===== config.mk =====
export PLATFORM = sky130hd
export DESIGN_NAME = pergate_am012_round_ctrl
export DESIGN_NICKNAME = d
export VERILOG_FILES = /design/src/rtl/pergate_ctrl_pkg.sv /design/src/rtl/field_sub_mod.sv /design/src/rtl/pergate_am012_round_ctrl.sv
export VERILOG_INCLUDE_DIRS = /design/src /design/src/rtl
export SDC_FILE = /design/constraint.sdc
export NUM_CORES = 1
export LEC_CHECK = 0
export BUFFER_PORTS_ARGS = -buffer_cell sky130_fd_sc_hd__buf_2
export CORE_MARGIN = 4
export CORE_UTILIZATION = 25
export DETAILED_ROUTE_END_ITERATION = 16
export PLACE_DENSITY = 0.49
export SYNTH_ARGS = -nofsm -noshare
export SYNTH_HDL_FRONTEND = slang
export SYNTH_SLANG_ARGS = --single-unit

===== constraint.sdc =====
create_clock -name clk -period 4 [get_ports clk]
set_clock_uncertainty 0.15 [all_clocks]
set_input_delay 0.8 -clock clk [delete_from_list [all_inputs] [get_ports clk]]
set_output_delay 0.8 -clock clk [all_outputs]
set_load 0.05 [all_outputs]

===== src/rtl/field_arith_defs.v =====
// Field parameters shared by every field-arithmetic block.
`ifndef FIELD_ARITH_DEFS_V
`define FIELD_ARITH_DEFS_V
`define F_NBITS 61
`define F_Q 61'h1FFFFFFFFFFFFFFF
`endif


===== src/rtl/pergate_ctrl_pkg.sv =====
// Shared types and helpers for the per-gate sumcheck round controllers.
`include "field_arith_defs.v"

package pergate_ctrl_pkg;

  localparam int unsigned F_NBITS = `F_NBITS;
  localparam logic [F_NBITS-1:0] F_Q = `F_Q;

  typedef enum logic [2:0] {
    ST_IDLE,
    ST_EVAL,
    ST_WAIT_TAU,
    ST_MUL,
    ST_SUB,
    ST_NEXT
  } pergate_state_t;

  // Width of a round counter that must hold 0 .. ngatebits.
  function automatic int unsigned round_idx_width(input int unsigned ngatebits);
    return $clog2(ngatebits + 1);
  endfunction

endpackage


===== src/rtl/field_sub_mod.sv =====
// Combinational modular subtract: c = (a - b) mod F_Q, with a, b < F_Q.
`include "field_arith_defs.v"

module field_sub_mod (
  input  logic [`F_NBITS-1:0] a,
  input  logic [`F_NBITS-1:0] b,
  output logic [`F_NBITS-1:0] c
);

  // One extra bit keeps a + F_Q from overflowing before b is removed.
  always_comb begin
    if (a >= b) c = `F_NBITS'({1'b0, a} - {1'b0, b});
    else        c = `F_NBITS'({1'b0, a} + {1'b0, `F_Q} - {1'b0, b});
  end

endmodule


===== src/rtl/pergate_am012_round_ctrl.sv =====
// Drives one pergate_compute_am012 datapath through all lgG sumcheck rounds
// of a gate, folding the running term with each Verifier challenge.
`include "field_arith_defs.v"

module pergate_am012_round_ctrl
  import pergate_ctrl_pkg::*;
#(
  parameter int unsigned NGATEBITS = 8
) (
  input  logic                                        clk,
  input  logic                                        rstb,
  input  logic                                        start,
  input  logic [NGATEBITS-1:0]                        gate_label,
  input  logic [`F_NBITS-1:0]                         init_val,
  output logic                                        am_en,
  output logic                                        am_gate_id_bit,
  output logic [`F_NBITS-1:0]                         am_addmul_in,
  input  logic                                        am_ready_pulse,
  output logic                                        round_valid,
  output logic [round_idx_width(NGATEBITS)-1:0]       round_idx,
  input  logic                                        tau_valid,
  input  logic [`F_NBITS-1:0]                         tau,
  output logic                                        mul_en,
  output logic [`F_NBITS-1:0]                         mul_a,
  output logic [`F_NBITS-1:0]                         mul_b,
  input  logic                                        mul_ready_pulse,
  input  logic [`F_NBITS-1:0]                         mul_c,
  output logic                                        busy,
  output logic                                        done_pulse,
  output logic [`F_NBITS-1:0]                         final_val
);

  localparam int unsigned RIDX_W = round_idx_width(NGATEBITS);
  localparam logic [RIDX_W-1:0] LAST_IDX = RIDX_W'(NGATEBITS - 1);

  pergate_state_t        state;
  logic [NGATEBITS-1:0]  g_reg;
  logic [`F_NBITS-1:0]   acc;
  logic [`F_NBITS-1:0]   tau_reg;
  logic [`F_NBITS-1:0]   p_reg;
  logic [`F_NBITS-1:0]   sub_res;
  logic                  cur_bit;

  // acc and tau_reg only change at fold/capture, so they serve directly as
  // the held datapath and multiplier operands.
  assign am_addmul_in   = acc;
  assign mul_a          = acc;
  assign mul_b          = tau_reg;
  assign busy           = (state != ST_IDLE);
  assign am_gate_id_bit = cur_bit;

  // Select g[round_idx] without an over-wide bit index.
  always_comb begin
    cur_bit = 1'b0;
    for (int unsigned i = 0; i < NGATEBITS; i++) begin
      if (round_idx == RIDX_W'(i)) cur_bit = g_reg[i];
    end
  end

  // acc*tau already sits in p_reg; acc - acc*tau yields (1 - tau) * acc.
  field_sub_mod u_sub (
    .a (acc),
    .b (p_reg),
    .c (sub_res)
  );

  // Round sequencer with registered strobes.
  always_ff @(posedge clk or negedge rstb) begin
    if (!rstb) begin
      state       <= ST_IDLE;
      g_reg       <= '0;
      acc         <= '0;
      tau_reg     <= '0;
      p_reg       <= '0;
      round_idx   <= '0;
      am_en       <= 1'b0;
      round_valid <= 1'b0;
      mul_en      <= 1'b0;
      done_pulse  <= 1'b0;
      final_val   <= '0;
    end else begin
      am_en      <= 1'b0;
      mul_en     <= 1'b0;
      done_pulse <= 1'b0;
      case (state)
        ST_IDLE: begin
          if (start) begin
            g_reg     <= gate_label;
            acc       <= init_val;
            round_idx <= '0;
            am_en     <= 1'b1;
            state     <= ST_EVAL;
          end
        end
        ST_EVAL: begin
          if (am_ready_pulse) begin
            round_valid <= 1'b1;
            state       <= ST_WAIT_TAU;
          end
        end
        ST_WAIT_TAU: begin
          if (tau_valid) begin
            tau_reg     <= tau;
            round_valid <= 1'b0;
            mul_en      <= 1'b1;
            state       <= ST_MUL;
          end
        end
        ST_MUL: begin
          if (mul_ready_pulse) begin
            if (cur_bit) begin
              acc   <= mul_c;
              state <= ST_NEXT;
            end else begin
              p_reg <= mul_c;
              state <= ST_SUB;
            end
          end
        end
        ST_SUB: begin
          acc   <= sub_res;
          state <= ST_NEXT;
        end
        ST_NEXT: begin
          if (round_idx == LAST_IDX) begin
            final_val  <= acc;
            done_pulse <= 1'b1;
            state      <= ST_IDLE;
          end else begin
            round_idx <= round_idx + RIDX_W'(1);
            am_en     <= 1'b1;
            state     <= ST_EVAL;
          end
        end
        default: state <= ST_IDLE;
      endcase
    end
  end

endmodule


; Yosys cells after proc, flatten, opt, wreduce, memory -nomap -nowiden
; Cells that the tools add are included.
[word_totals]
output_inout_bits = 254
elab_cells = 82
inputBits = 197
reg_bits = 263
[op_classes]
reduce_logical = 14
eq_ne = 18
add_sub_neg = 4
bitwise = 1
magnitude_cmp = 1
n_mux = 33
[op_table]
columns = cell, count
row1 = 2-to-1 mux 61 bit, 4
row2 = case mux 61 bit (3 select lines), 1
row3 = subtractor 61 bit, 2
row4 = "adder 61 bit, second input constant", 1
row5 = greater-or-equal comparator 61 bit, 1
row6 = 2-to-1 mux 1 bit, 18
row7 = case mux 3 bit (6 select lines), 1
row8 = "== test 4 x 3 -> 1 bit, second input constant", 4
row9 = 2-to-1 mux 3 bit, 4
row10 = "inequality test 2 bit, second input constant", 6
row11 = AND reduction 3 bit, 3
row12 = "== test 4 x 2 -> 1 bit, second input constant", 2
row13 = 2-to-1 mux 4 bit, 2
row14 = case mux 4 bit (2 select lines), 1
row15 = AND reduction 4 bit, 2
row16 = "== test 3 x 2 -> 1 bit, second input constant", 2
row17 = "== test 3 bit, second input constant", 2
row18 = AND reduction 2 bit, 3
row19 = nonzero test 3 bit, 2
row20 = "adder 4 x 1 -> 4 bit, second input constant", 1
row21 = "== test 4 x 1 -> 1 bit, second input constant", 1
row22 = logical NOT 4 bit, 1
row23 = case mux 1 bit (2 select lines), 2
row24 = nonzero test 2 bit, 2
row25 = 3 further kinds, 3

; Logic depth before layout (Yosys ltp)
; Gate-level depths: netlist of the first run.
[depth]
word_depth = 12
mapped_depth = 16
mapped_depth_nobuf = 15

; Cells and area by module
; A second synthesis of the first run with hierarchy kept.
[hier_totals]
cells_unflattened = 1854
area_unflattened_um2 = 17401.7
[modules_own_cells]
columns = module, cells_each, seq_area_each_um2, instances, area_per_inst_um2
row1 = pergate_am012_round_ctrl, 1100, 6581.3, 1, 12717.2
row2 = field_sub_mod, 754, 0.0, 1, 4684.5

; Least setup slack after synthesis of the first run
; Ideal clock, no wire load.
[synth_path]
kind = register -> register
start = reg acc[52] (netlist: am_addmul_in[52])
end = reg acc[55] (netlist: am_addmul_in[55])
setup_ns = 0.138
setup_slack_ns = 0.081
required_time_ns = 3.712
period_less_slack_ns = 3.919
stages_incl_launch_ff = 15
n_path_buf = 1
t_arrival_ns = 3.631
path_cell_list = dfrtp_1 > ha_1 > buf_6 > a21o_1 > o21bai_1 > a22oi_1 > a21oi_1 > nor4_2 > nand2_2 > o311ai_4 > a21boi_1 > o41ai_2 > a21oi_1 > xor2_1 > o22ai_1
[synth_between]
elab_chain_cells = 4
word_cells_on_any_way = 6
cone_classes = add/sub (3) / order compare (1) / mux (2)
[synth_lines]
columns = element, line
row1 = from (decl), pergate_am012_round_ctrl.sv:38  ; logic [`F_NBITS-1:0] acc;
row2 = from (signal assigned), pergate_am012_round_ctrl.sv:89  ; acc <= init_val;
row3 = from (signal assigned), pergate_am012_round_ctrl.sv:112  ; acc <= mul_c;
row4 = from (signal assigned), pergate_am012_round_ctrl.sv:121  ; acc <= sub_res;
row5 = adder 61 bit, field_sub_mod.sv:13  ; else c = `F_NBITS'({1'b0, a} + {1'b0, `F_Q} - {1'b0, b});
row6 = subtractor 61 bit, field_sub_mod.sv:13
row7 = 2-to-1 mux 61 bit (*), field_sub_mod.sv:12  ; if (a >= b) c = `F_NBITS'({1'b0, a} - {1'b0, b});
row8 = case mux 61 bit (3 select lines) (*), pergate_am012_round_ctrl.sv:85  ; case (state)
; Every way passes the cells marked *; elsewhere a longest branch is shown, timed or not.
; A chain may end at the register's enable or synchronous reset.

; Worst setup path in the final report of the first run
[layout_path]
start = reg acc[52] (netlist: am_addmul_in[52])
end = reg acc[21] (netlist: am_addmul_in[21])
[layout_between]
elab_chain_cells = 3
[layout_lines]
columns = element, line
row1 = greater-or-equal comparator 61 bit, field_sub_mod.sv:12
row2 = 2-to-1 mux 61 bit, field_sub_mod.sv:12
row3 = case mux 61 bit (3 select lines), pergate_am012_round_ctrl.sv:85
; No other way between the ends.

==> qor_table.md, run 1 <==
| Step | Result | This run |
|:---|:---|:---|
| global route | Overall global routing resource usage | 0.175 |
| timing | Headroom to the max-slew limit | 0.394 |
| setup path | Startpoint of the lowest-slack register-to-register path | am_addmul_in[52]$_DFFE_PN0P_ |
| layout | Multi-input gate area in the final layout | 8190 sq um |
| yosys | Flip-flop and latch count after synthesis | 263 |
| layout | Area Overhead vs Synth | 34.7% |
| clock network | Number of buffers inserted by hold repair at cts | 0 |
| yosys | Synth cell types | 78 |
| clock network | CTS clock-pin slew for the worst setup and hold paths | 0.06 ns |
| setup path | Reg-to-reg endpoint | am_addmul_in[21]$_DFFE_PN0P_ |
| floorplan | Initial standard-cell utilization of the core | 0.254 |
| yosys | Most common cell in the netlist | sky130_fd_sc_hd__dfrtp_1 |
| timing | Tightest Pin Transition | 0.905 ns |
| yosys | Top_reg_cell synth | sky130_fd_sc_hd__dfrtp_1 |
| floorplan | Total die area | 67,100 sq um |
| timing | Total setup violations reported at the end of the flow | 0 |
| clock network | H-tree Lvls | 2 |
| place | Last weighted congestion value of the routability-driven placer | 0.885 |
| yosys | Main area contributors after synthesis | sky130_fd_sc_hd__dfrtp_1 (42%), sky130_fd_sc_hd__mux2_2 (9.4%), sky130_fd_sc_hd__ha_1 (5.2%), sky130_fd_sc_hd__a21oi_1 (4.2%), sky130_fd_sc_hd__nand2_1 (3.6%) |
| setup path | CP startpoint kind | flip-flop |
| setup path | Required time reported for the critical path endpoint | 4.30 ns |
| global route | Number of antenna violations at the first check in global routing | 4 |
| yosys | Number of warnings printed during yosys synthesis | 0 |
| layout | Final #Nets | 2,433 |
| layout | Area taken by flip-flops and latches | 6580 sq um |
| route | Overall routed net length | 60,600 microns |
| clock network | Maximum clock path buffer count | 3 |
| yosys | Post-synthesis cell count | 1,671 |
| clock network | Number of clock buffers inserted by TritonCTS | 36 |
| setup path | Arrival time of data at the critical path endpoint | 4.16 ns |
| global route | Pin count of the biggest net entering global routing | 123 |
| place | Number of I/O port buffers | 450 |
| timing | Final setup margin | 0.140 ns |
| route | Via density | 4.74 |
| worst hold path | Type of the most critical hold path | in -> async |
| layout | Final design instance area without fill | 21,200 sq um |
| floorplan | Core Area | 62,100 sq um |
| route | Routed Antenna Nets | 0 |
| timing | Number of endpoints with negative hold slack in the final report | 0 |
| place | Hpwl dp | 47,100 microns |
| layout | Number of standard cells in the layout, taps in and fillers out | 3,036 |
| flow run | Count of maximum capacitance violations | 0 |
| timing | Final critical-path share of the clock period | 0.965 |
| yosys | Syn_area_per_cell | 9.42 sq um |
| global route | Residual overflow from global routing | 0 |
| layout | Share of post-route cells with drive strength above 1 | 0.405 |
| floorplan | Num ports | 451 |
| timing | Timing-limited maximum frequency | 259 MHz |
| route | DRC violation count after routing | 0 |
| yosys | Number of flops mapped to enable cells by yosys | 0 |
| setup path | Endpoint type of the worst setup path | flip-flop |
| clock network | Latest clock arrival within the worst-skew pair | 0.55 ns |
| global route | Wire length of the first global-routing pass | 91,500 microns |
| yosys | Fraction of registers with async set or reset after synthesis | 1.00 |
| place | Total placed cells including tap cells | 2,967 |
| route | Count of routing violations after the opening detailed-route iteration | 711 |
| timing | Worst Hold Margin | 0.0934 ns |
| clock network | Clock sink count | 263 |
| yosys | Net count of the mapped netlist | 1,936 |
| clock network | Root Buffer Master | sky130_fd_sc_hd__clkbuf_16 |
| setup path | R2R setup slack | 0.14 ns |
| setup path | Cell count of the worst reg-to-reg path | 13 |
| timing | Total count of max-transition violations in the final report | 0 |
| setup path | Crit Path Class | reg -> reg |
| yosys | Share of synthesized area occupied by flip-flops and latches | 0.418 |
| route | Length of the first detailed-routing pass in iterations | 5 |
| floorplan | Number of placement rows | 91 |
| yosys | Post-synthesis cell area | 15,700 sq um |
| yosys | Portion of synthesized cell area occupied by the leading cell type | 0.418 |
| global route | Vias in the first global route | 15,079 |
| place | Cell area reported after detailed placement | 19,600 sq um |
| floorplan | Overall die height | 259 microns |
| outcome | Run status | complete, no violations |
| layout | FILL cells | 6,422 |
| timing | Time the worst path needs with I/O delays and setup | 3.86 ns |
| yosys | Ranking of synthesized cells by instance count | sky130_fd_sc_hd__dfrtp_1 (263), sky130_fd_sc_hd__nand2_1 (153), sky130_fd_sc_hd__nor2_1 (144), sky130_fd_sc_hd__a21oi_1 (132), sky130_fd_sc_hd__mux2_2 (132) |
| yosys | Cell type contributing the most total cell area after synthesis | sky130_fd_sc_hd__dfrtp_1 |
| place | Pre-CTS setup slack | -0.235 ns |
| route | Total number of vias | 14,384 |
| clock network | CTS tree | yes |
| floorplan | Die width | 259 microns |
| route | Per-cell routed wire length | 20.0 microns |
| setup path | Worst-path fanout max | 2 |
| clock network | Count of buffers added by post-CTS timing repair for setup | 0 |
## worst max-delay path: stages, from the launching register on
cell and delay [ns]:
sky130_fd_sc_hd__dfrtp_1 0.39, sky130_fd_sc_hd__ha_1 0.33, sky130_fd_sc_hd__a21o_1 0.21, sky130_fd_sc_hd__o21bai_1 0.17, sky130_fd_sc_hd__a22oi_1 0.24, sky130_fd_sc_hd__a21oi_2 0.14
sky130_fd_sc_hd__or4_4 0.58, sky130_fd_sc_hd__o2111ai_2 0.27, sky130_fd_sc_hd__nand2_1 0.13, sky130_fd_sc_hd__or3_1 0.42, sky130_fd_sc_hd__a21oi_1 0.29, sky130_fd_sc_hd__xnor2_1 0.16
sky130_fd_sc_hd__nand2_1 0.09, sky130_fd_sc_hd__a31oi_1 0.20
## through the flow
step | util | TNS [ns]
after CTS | 0.338 | -0.0262
final | 0.342 | 0
after floorplan | - | 0
after global placement | 0.316 | -0.436
after detailed placement | 0.316 | -0.432
after global routing | 0.342 | -0.0463
## per-layer routing
layer,track usage,part of all wire,up-vias
li1,-,-,6887
met1,0.229,0.44,7045
met2,0.293,0.48,351
met3,0.0284,0.041,101
met4,0.0604,0.035,0
met5,0,0,-
## final cells by class
cell class / count / area share
tap: 837 / 0.0494
antenna: 3 / 0.000354
timing repair buffer: 625 / 0.175
clock buffer: 47 / 0.0487
inverter: 91 / 0.0161
sequential: 263 / 0.310
multi-input combinational: 1151 / 0.386
clock inverter: 19 / 0.0140
## repair_timing
item	4_1_cts	5_1_grt
cloned	0	0
setup endpoints to repair	13	34
resized for setup	6	44
pin swaps	0	16
## logic make-up (layout without fill, tap and decap cells)
kind of cell	after synthesis	after routing	synth area share
muxes	135	135	0.0963
other	0	3	0
adders and majority gates	68	68	0.0550
xor gates and xnor gates	59	59	0.0328
buffers and inverters	257	782	0.0795
DFF	263	263	0.418
AOI/OAI and AO/OA	475	475	0.197
and+or+nand+nor	414	414	0.121
## worst max-delay path by stage
stage	cells past startpoint	startpoint	endpoint	slack, ns
6_report	13	am_addmul_in[52]$_DFFE_PN0P_	am_addmul_in[21]$_DFFE_PN0P_	0.14
5_1_grt	15	p_reg[39]$_DFFE_PN0P_	am_addmul_in[44]$_DFFE_PN0P_	-0.02
4_1_cts	14	am_addmul_in[54]$_DFFE_PN0P_	am_addmul_in[54]$_DFFE_PN0P_	-0.009
3_5_place_dp	14	am_addmul_in[54]$_DFFE_PN0P_	am_addmul_in[51]$_DFFE_PN0P_	-0.23
3_3_place_gp	14	am_addmul_in[54]$_DFFE_PN0P_	am_addmul_in[51]$_DFFE_PN0P_	-0.20
2_1_floorplan	14	am_addmul_in[52]$_DFFE_PN0P_	am_addmul_in[55]$_DFFE_PN0P_	0.08
## layout by cell type, fill, tap and decap left out, types with 41 or more instances in the layout
cell                       Yosys  routed
sky130_fd_sc_hd__buf_2        40     449
sky130_fd_sc_hd__dfrtp_1     263     263
sky130_fd_sc_hd__buf_4        61     165
sky130_fd_sc_hd__nand2_1     153     152
sky130_fd_sc_hd__nor2_1      144     139
sky130_fd_sc_hd__mux2_2      132     132
sky130_fd_sc_hd__a21oi_1     132     124
sky130_fd_sc_hd__o21ai_0     108     104
sky130_fd_sc_hd__inv_1        90      90
sky130_fd_sc_hd__ha_1         66      53
sky130_fd_sc_hd__a221oi_1     53      52
sky130_fd_sc_hd__a21o_1       41      41
Power of run 1 is left out: the tool's default activity adds up to more than one toggle a clock period on the data nets, which glitch-free logic cannot reach.
==> run 2, diff against run 1 <==
--- a/config.mk
+++ b/config.mk
@@ -10,7 +10,9 @@
 export CORE_MARGIN = 4
 export CORE_UTILIZATION = 25
 export DETAILED_ROUTE_END_ITERATION = 16
+export MAX_ROUTING_LAYER = met4
 export PLACE_DENSITY = 0.49
 export SYNTH_ARGS = -nofsm -noshare
 export SYNTH_HDL_FRONTEND = slang
+export SYNTH_HIERARCHICAL = 1
 export SYNTH_SLANG_ARGS = --single-unit
==> run 2 against run 1 <==
Against the previous run:
- the flow now finishes with violations (setup timing)
- critical path depth is 6 higher
- core utilization up 2.7 points
- clock-buffer cell count up 1
- setup slack worse by 0.35 ns
- via count increased by 19%
- final area rose by 20%
- register-to-register slack worse by 0.35 ns
- area after synthesis grew 11%
- synthesized cell count is 11% higher
- die area is 10% higher
- wire length increased by 16%
- final cell count grew 16%
- critical path type unchanged
==> qor_table.md, run 2 <==
| Step | Result | This run |
|:---|:---|:---|
| outcome | Run status | complete, but fails checks |
| outcome | Violated checks | setup timing |
| route | Total number of vias | 17,185 |
| place | Pre-CTS setup slack | -0.547 ns |
| setup path | Arrival time of data at the critical path endpoint | 4.49 ns |
| timing | Final critical-path share of the clock period | 1.05 |
| setup path | CP startpoint kind | flip-flop |
| clock network | CTS tree | yes |
| timing | Number of endpoints with negative hold slack in the final report | 0 |
| yosys | Post-synthesis cell count | 1,854 |
| timing | RSZ-0062 raised after global routing | true |
| floorplan | Die width | 272 microns |
| floorplan | Core Area | 68,800 sq um |
| layout | Final #Nets | 2,821 |
| floorplan | Overall die height | 272 microns |
| layout | Leading cell type in the layout, fill and taps excluded | sky130_fd_sc_hd__buf_2 |
| global route | Wire length of the first global-routing pass | 108,000 microns |
| floorplan | Initial standard-cell utilization of the core | 0.253 |
| global route | Vias in the first global route | 18,002 |
| floorplan | Num ports | 451 |
| place | Number of I/O port buffers | 450 |
| yosys | Net count of the mapped netlist | 2,119 |
| floorplan | Total die area | 73,900 sq um |
| clock network | Latest clock arrival within the worst-skew pair | 0.56 ns |
| flow run | Count of maximum capacitance violations | 0 |
| layout | Core Util, Final | 0.369 |
| setup path | Worst-path fanout max | 5 |
| clock network | Clock sink count | 263 |
| yosys | Cell type contributing the most total cell area after synthesis | sky130_fd_sc_hd__dfrtp_1 |
| timing | Setup Total Neg Slack | -2.30 ns |
| global route | Overall global routing resource usage | 0.189 |
| yosys | Number of warnings printed during yosys synthesis | 6 |
| layout | Share of post-route cells with drive strength above 1 | 0.524 |
| route | Length of the first detailed-routing pass in iterations | 6 |
| yosys | Syn_area_per_cell | 9.39 sq um |
| setup path | Endpoint type of the worst setup path | flip-flop |
| yosys | Main area contributors after synthesis | sky130_fd_sc_hd__dfrtp_1 (38%), sky130_fd_sc_hd__mux2_2 (8.5%), sky130_fd_sc_hd__mux2_4 (5.2%), sky130_fd_sc_hd__a21oi_1 (4.7%), sky130_fd_sc_hd__ha_1 (4.7%) |
| place | Hpwl dp | 53,300 microns |
| yosys | Share of synthesized area occupied by flip-flops and latches | 0.378 |
| route | Via density | 4.86 |
| yosys | Post-synthesis cell area | 17,400 sq um |
| route | Count of routing violations after the opening detailed-route iteration | 952 |
| yosys | Most common cell in the netlist | sky130_fd_sc_hd__dfrtp_1 |
| global route | Residual overflow from global routing | 0 |
| floorplan | Number of placement rows | 96 |
| route | Routed Antenna Nets | 0 |
| timing | Total count of max-transition violations in the final report | 0 |
| clock network | H-tree Lvls | 2 |
| global route | Pin count of the biggest net entering global routing | 77 |
| clock network | Root Buffer Master | sky130_fd_sc_hd__clkbuf_16 |
| route | DRC violation count after routing | 0 |
| place | Last weighted congestion value of the routability-driven placer | 0.881 |
| setup path | Required time reported for the critical path endpoint | 4.28 ns |
| clock network | CTS clock-pin slew for the worst setup and hold paths | 0.06 ns |
| clock network | Maximum clock path buffer count | 3 |
| yosys | Portion of synthesized cell area occupied by the leading cell type | 0.378 |
| clock network | Number of clock buffers inserted by TritonCTS | 36 |
| setup path | Crit Path Class | reg -> reg |
| timing | Final setup margin | -0.207 ns |
| layout | Area Overhead vs Synth | 45.9% |
| yosys | Top_reg_cell synth | sky130_fd_sc_hd__dfrtp_1 |
| global route | Number of antenna violations at the first check in global routing | 22 |
| timing | Timing-limited maximum frequency | 238 MHz |
| yosys | Ranking of synthesized cells by instance count | sky130_fd_sc_hd__dfrtp_1 (263), sky130_fd_sc_hd__nand2_1 (190), sky130_fd_sc_hd__a21oi_1 (165), sky130_fd_sc_hd__mux2_2 (132), sky130_fd_sc_hd__nor2_1 (129) |
| timing | Time the worst path needs with I/O delays and setup | 4.21 ns |
| yosys | Number of flops mapped to enable cells by yosys | 0 |
| route | Overall routed net length | 70,500 microns |
| yosys | Flip-flop and latch count after synthesis | 263 |
| timing | Tightest Pin Transition | 1.02 ns |
| yosys | Synth cell types | 70 |
| layout | Most used cells in the layout excluding fill and tap cells | sky130_fd_sc_hd__buf_2 (449), sky130_fd_sc_hd__buf_4 (379), sky130_fd_sc_hd__dfrtp_1 (224) |
| timing | Worst Hold Margin | 0.0852 ns |
| timing | Total setup violations reported at the end of the flow | 22 |
| worst hold path | Type of the most critical hold path | in -> async |
| timing | Headroom to the max-slew limit | 0.318 |
| route | Per-cell routed wire length | 20.0 microns |
| yosys | Fraction of registers with async set or reset after synthesis | 1.00 |
-- run 2: changes by cell type in the layout (fill, tap and decap cells not counted), sizes merged, moves of 15 or more --
cell    change
o21ai      -49
a31oi      +61
a31o       +60
o22ai      -27
a21oi      +34
nand2      +36
a21o       -18
nor2       -15
a221oi     -50
buf       +228
a32oi      +61
mux2       +60
diode      +19
-- run 2: timing repair --
item	4_1_cts	5_1_grt
buffers inserted	47	12
resized for setup	119	84
pin swaps	47	68
hold buffers	0	0
setup endpoints to repair	46	46
-- run 2: layout make-up --
cell class	count	area, sq um
antenna	22	55.1
clock buffer	48	1010
clock inverter	16	211
fill	7060	43400
inverter	100	375
multi-input combinational	1302	10500
sequential	263	6640
tap	931	1160
timing repair buffer	853	5450
-- run 2: metrics by stage --
| step | instances | instance area, sq um |
|---|---|---|
| 2_1_floorplan | 1854 | 17500 |
| 3_3_place_gp | 3394 | 22600 |
| 3_5_place_dp | 3394 | 22600 |
| 4_1_cts | 3504 | 24800 |
| 5_1_grt | 3534 | 25400 |
| 6_report | 3535 | 25400 |
-- run 2: path summary, 6_finish.rpt --
path	cells past startpoint	startpoint	endpoint	slack [ns]
max	19	am_addmul_in[20]$_DFFE_PN0P_	am_addmul_in[59]$_DFFE_PN0P_	-0.21
min	1	rstb	mul_b[29]$_DFFE_PN0P_	0.09
max reg2reg	19	am_addmul_in[20]$_DFFE_PN0P_	am_addmul_in[59]$_DFFE_PN0P_	-0.21
min reg2reg	1	final_val[52]$_DFFE_PN0P_	final_val[52]$_DFFE_PN0P_	0.35
max in group asynchronous	2	rstb	am_addmul_in[54]$_DFFE_PN0P_	2.73
min in group clk	2	tau[51]	mul_b[51]$_DFFE_PN0P_	0.33
-- run 2: per-layer routing --
metal	track usage	part of all wire	vias to the layer above
li1	-	-	8087
met4	0.0564	0.028	0
met2	0.312	0.48	569
met1	0.237	0.44	8416
met3	0.0360	0.055	113
met5	-	0	-
-- run 2: worst max-delay path, stage by stage, from the launching register on --
cell and delay [ns]:
sky130_fd_sc_hd__dfrtp_2 0.42, sky130_fd_sc_hd__ha_4 0.29, sky130_fd_sc_hd__buf_6 0.09, sky130_fd_sc_hd__nand4_1 0.17, sky130_fd_sc_hd__nor4_2 0.26, sky130_fd_sc_hd__buf_4 0.16
sky130_fd_sc_hd__nand4_1 0.13, sky130_fd_sc_hd__o31ai_2 0.35, sky130_fd_sc_hd__or3_4 0.20, sky130_fd_sc_hd__buf_6 0.11, sky130_fd_sc_hd__o31a_1 0.19, sky130_fd_sc_hd__a21oi_4 0.11
sky130_fd_sc_hd__buf_6 0.14, sky130_fd_sc_hd__o211ai_1 0.22, sky130_fd_sc_hd__o22ai_2 0.15, sky130_fd_sc_hd__o31ai_2 0.22, sky130_fd_sc_hd__xor2_1 0.10, sky130_fd_sc_hd__a221oi_1 0.28
sky130_fd_sc_hd__o21ai_1 0.09, sky130_fd_sc_hd__mux2_4 0.26
-- run 2: logic make-up after synthesis --
family | share of synthesized area
AOI/OAI and AO/OA | 0.210
xor gates and xnor gates | 0.0312
adders and majority gates | 0.0498
buffers and inverters | 0.0823
DFF | 0.378
muxes | 0.139
and+or+nand+nor | 0.109
Power of run 2 is left out for the same reason.
==> run 3, diff against run 2 <==
--- a/config.mk
+++ b/config.mk
@@ -9,6 +9,7 @@
 export BUFFER_PORTS_ARGS = -buffer_cell sky130_fd_sc_hd__buf_2
 export CORE_MARGIN = 4
 export CORE_UTILIZATION = 25
+export CTS_BUF_LIST = sky130_fd_sc_hd__clkbuf_16
 export DETAILED_ROUTE_END_ITERATION = 16
 export MAX_ROUTING_LAYER = met4
 export PLACE_DENSITY = 0.49
@@ -16,3 +17,4 @@
 export SYNTH_HDL_FRONTEND = slang
 export SYNTH_HIERARCHICAL = 1
 export SYNTH_SLANG_ARGS = --single-unit
+export TNS_END_PERCENT = 100
==> run 3 against run 2 <==
Against the previous run:
- the run still ends with setup timing left
- die area unchanged
- fmax hardly changed
- register-to-register slack barely moved
- final cell count is essentially flat
- clock-buffer cell count is 12 lower
- core utilization decreased by 0.091 points
- highest routed layer unchanged
==> qor_table.md, run 3 (synthesized netlist as in run 2, its figures left out) <==
| Step | Result | This run |
|:---|:---|:---|
| clock network | Number of buffers inserted by hold repair at cts | 0 |
| setup path | CP startpoint kind | flip-flop |
| setup path | Reg-to-reg endpoint | am_addmul_in[59]$_DFFE_PN0P_ |
| global route | Wire length of the first global-routing pass | 108,000 microns |
| setup path | Arrival time of data at the critical path endpoint | 4.49 ns |
| timing | Total count of max-transition violations in the final report | 0 |
| route | Routed Antenna Nets | 0 |
| clock network | Root Buffer Master | sky130_fd_sc_hd__clkbuf_16 |
| setup path | Most repeated library cell on the critical path | sky130_fd_sc_hd__buf_6 |
| global route | Vias in the first global route | 17,994 |
| setup path | Startpoint of the lowest-slack register-to-register path | am_addmul_in[20]$_DFFE_PN0P_ |
| timing | Total setup violations reported at the end of the flow | 23 |
| flow run | Count of maximum capacitance violations | 0 |
| setup path | Count of buffering cells on the critical path with inverters included | 4 |
| floorplan | Number of placement rows | 96 |
| layout | Core Util, Final | 0.368 |
| route | Per-cell routed wire length | 20.0 microns |
| setup path | R2R setup slack | -0.21 ns |
| timing | Final setup margin | -0.210 ns |
| timing | Final critical-path share of the clock period | 1.05 |
| place | Last weighted congestion value of the routability-driven placer | 0.881 |
| clock network | Maximum clock path buffer count | 3 |
| setup path | Worst path depth | 19 |
| timing | Worst Hold Margin | 0.0842 ns |
| place | Hpwl dp | 53,300 microns |
| floorplan | Die width | 272 microns |
| route | Length of the first detailed-routing pass in iterations | 6 |
| setup path | Cell with the largest stage delay on the worst path | sky130_fd_sc_hd__dfrtp_2 |
| timing | Tightest Pin Transition | 1.03 ns |
| route | Count of routing violations after the opening detailed-route iteration | 992 |
| setup path | CP Cell Sequence | ha_4, buf_6, nand4_1, nor4_2, buf_4, nand4_1, o31ai_2, or3_4, buf_6, o31a_1, a21oi_4, buf_6, o211ai_1, o22ai_2, o31ai_2, xor2_1, a221oi_1, o21ai_1, mux2_4 |
| setup path | Crit Path Class | reg -> reg |
| route | DRC violation count after routing | 0 |
| route | Total number of vias | 17,137 |
| setup path | Cell count of the worst reg-to-reg path | 19 |
| floorplan | Overall die height | 272 microns |
| layout | FILL cells | 7,070 |
| outcome | Violated checks | setup timing |
| global route | Number of antenna violations at the first check in global routing | 22 |
| layout | Share of post-route cells with drive strength above 1 | 0.522 |
| floorplan | Num ports | 451 |
| layout | Area Overhead vs Synth | 45.5% |
| route | Overall routed net length | 70,500 microns |
| clock network | Clock sink count | 263 |
| floorplan | Core Area | 68,800 sq um |
| timing | RSZ-0062 raised after global routing | true |
| timing | Time the worst path needs with I/O delays and setup | 4.21 ns |
| clock network | Number of clock buffers inserted by TritonCTS | 36 |
| worst hold path | Type of the most critical hold path | in -> async |
| clock network | CTS tree | yes |
| setup path | Largest delay contributor family on the critical path | compound AO/OA/AOI/OAI gates |
| timing | Timing-limited maximum frequency | 238 MHz |
| layout | Most used cells in the layout excluding fill and tap cells | sky130_fd_sc_hd__buf_2 (449), sky130_fd_sc_hd__buf_4 (379), sky130_fd_sc_hd__dfrtp_1 (224) |
| place | Total placed cells including tap cells | 3,394 |
| clock network | Latest clock arrival within the worst-skew pair | 0.56 ns |
| setup path | Critical path capture point | am_addmul_in[59]$_DFFE_PN0P_ |
| outcome | Run status | complete, but fails checks |
| clock network | CTS clock-pin slew for the worst setup and hold paths | 0.06 ns |
| global route | Overall global routing resource usage | 0.189 |
| floorplan | Total die area | 73,900 sq um |
| global route | Residual overflow from global routing | 0 |
| timing | Number of endpoints with negative hold slack in the final report | 0 |
| route | Via density | 4.85 |
| setup path | Delay of the slowest critical-path stage | 0.42 ns |
| setup path | Worst-path fanout max | 5 |
| timing | Setup Total Neg Slack | -2.35 ns |
| setup path | Required time reported for the critical path endpoint | 4.28 ns |
| timing | Headroom to the max-slew limit | 0.314 |
| layout | Leading cell type in the layout, fill and taps excluded | sky130_fd_sc_hd__buf_2 |
| layout | Number of standard cells in the layout, taps in and fillers out | 3,534 |
| setup path | Worst setup path startpoint | am_addmul_in[20]$_DFFE_PN0P_ |
| place | Number of I/O port buffers | 450 |
| layout | Final #Nets | 2,821 |
| floorplan | Initial standard-cell utilization of the core | 0.253 |
| setup path | Endpoint type of the worst setup path | flip-flop |
| clock network | H-tree Lvls | 2 |
| global route | Pin count of the biggest net entering global routing | 77 |
run 3: cell count changes in the layout (fill, tap and decap cells not counted), sizes merged:
cell	delta
clkbuf	-12
clkinv	+6
diode	-1
inv	+6
run 3: how the worst min path moves through the flow:
| stage | endpoint | slack (ns) | depth (start not counted) |
|---|---|---|---|
| 3_5_place_dp | mul_b[25]$_DFFE_PN0P_ | 0.34 | 1 |
| 3_3_place_gp | final_val[52]$_DFFE_PN0P_ | 0.33 | 1 |
| 6_report | mul_b[29]$_DFFE_PN0P_ | 0.08 | 1 |
| 2_1_floorplan | g_reg[0]$_DFFE_PN0P_ | 0.32 | 1 |
| 4_1_cts | mul_b[29]$_DFFE_PN0P_ | 0.08 | 1 |
| 5_1_grt | mul_b[29]$_DFFE_PN0P_ | 0.12 | 1 |
run 3: final cells by class:
type | instances | area [sq um] | share of cell area
clock inverters | 28 | 256 | 0.0101
flip-flops and latches | 263 | 6640 | 0.262
repair buffers | 853 | 5450 | 0.215
multi-input cells | 1302 | 10500 | 0.414
clock buffers | 36 | 901 | 0.0356
inverters | 100 | 375 | 0.0148
diodes | 21 | 52.6 | 0.00208
well taps | 931 | 1160 | 0.0460
run 3: worst reg2reg max path: stages (launching register included):
cell and delay, ns:
sky130_fd_sc_hd__dfrtp_2 0.42, sky130_fd_sc_hd__ha_4 0.29, sky130_fd_sc_hd__buf_6 0.09, sky130_fd_sc_hd__nand4_1 0.17, sky130_fd_sc_hd__nor4_2 0.26, sky130_fd_sc_hd__buf_4 0.16, sky130_fd_sc_hd__nand4_1 0.14, sky130_fd_sc_hd__o31ai_2 0.35
sky130_fd_sc_hd__or3_4 0.20, sky130_fd_sc_hd__buf_6 0.11, sky130_fd_sc_hd__o31a_1 0.19, sky130_fd_sc_hd__a21oi_4 0.11, sky130_fd_sc_hd__buf_6 0.14, sky130_fd_sc_hd__o211ai_1 0.22, sky130_fd_sc_hd__o22ai_2 0.15, sky130_fd_sc_hd__o31ai_2 0.22
sky130_fd_sc_hd__xor2_1 0.10, sky130_fd_sc_hd__a221oi_1 0.28, sky130_fd_sc_hd__o21ai_1 0.09, sky130_fd_sc_hd__mux2_4 0.26
run 3: timing repair:
| action | in CTS | in global routing |
|---|---|---|
| endpoints found under the setup margin | 46 | 46 |
| buffers inserted | 47 | 12 |
| pin swaps | 47 | 68 |
| gates resized for setup | 119 | 84 |
run 3: per-layer routing:
metal	wire (microns)	global-route usage	up-vias
li1	-	-	8085
met1	31100	0.237	8388
met2	33700	0.312	550
met3	3800	0.0358	114
met4	1960	0.0564	0
met5	0	-	-
run 3: metrics by stage:
step	worst slack, ns	instance area (sq um)
2_1_floorplan	0.000207	17500
3_3_place_gp	-0.426	22600
3_5_place_dp	-0.547	22600
4_1_cts	-0.139	24800
5_1_grt	-0.386	25300
6_report	-0.210	25300
Power of run 3 is left out for the same reason.
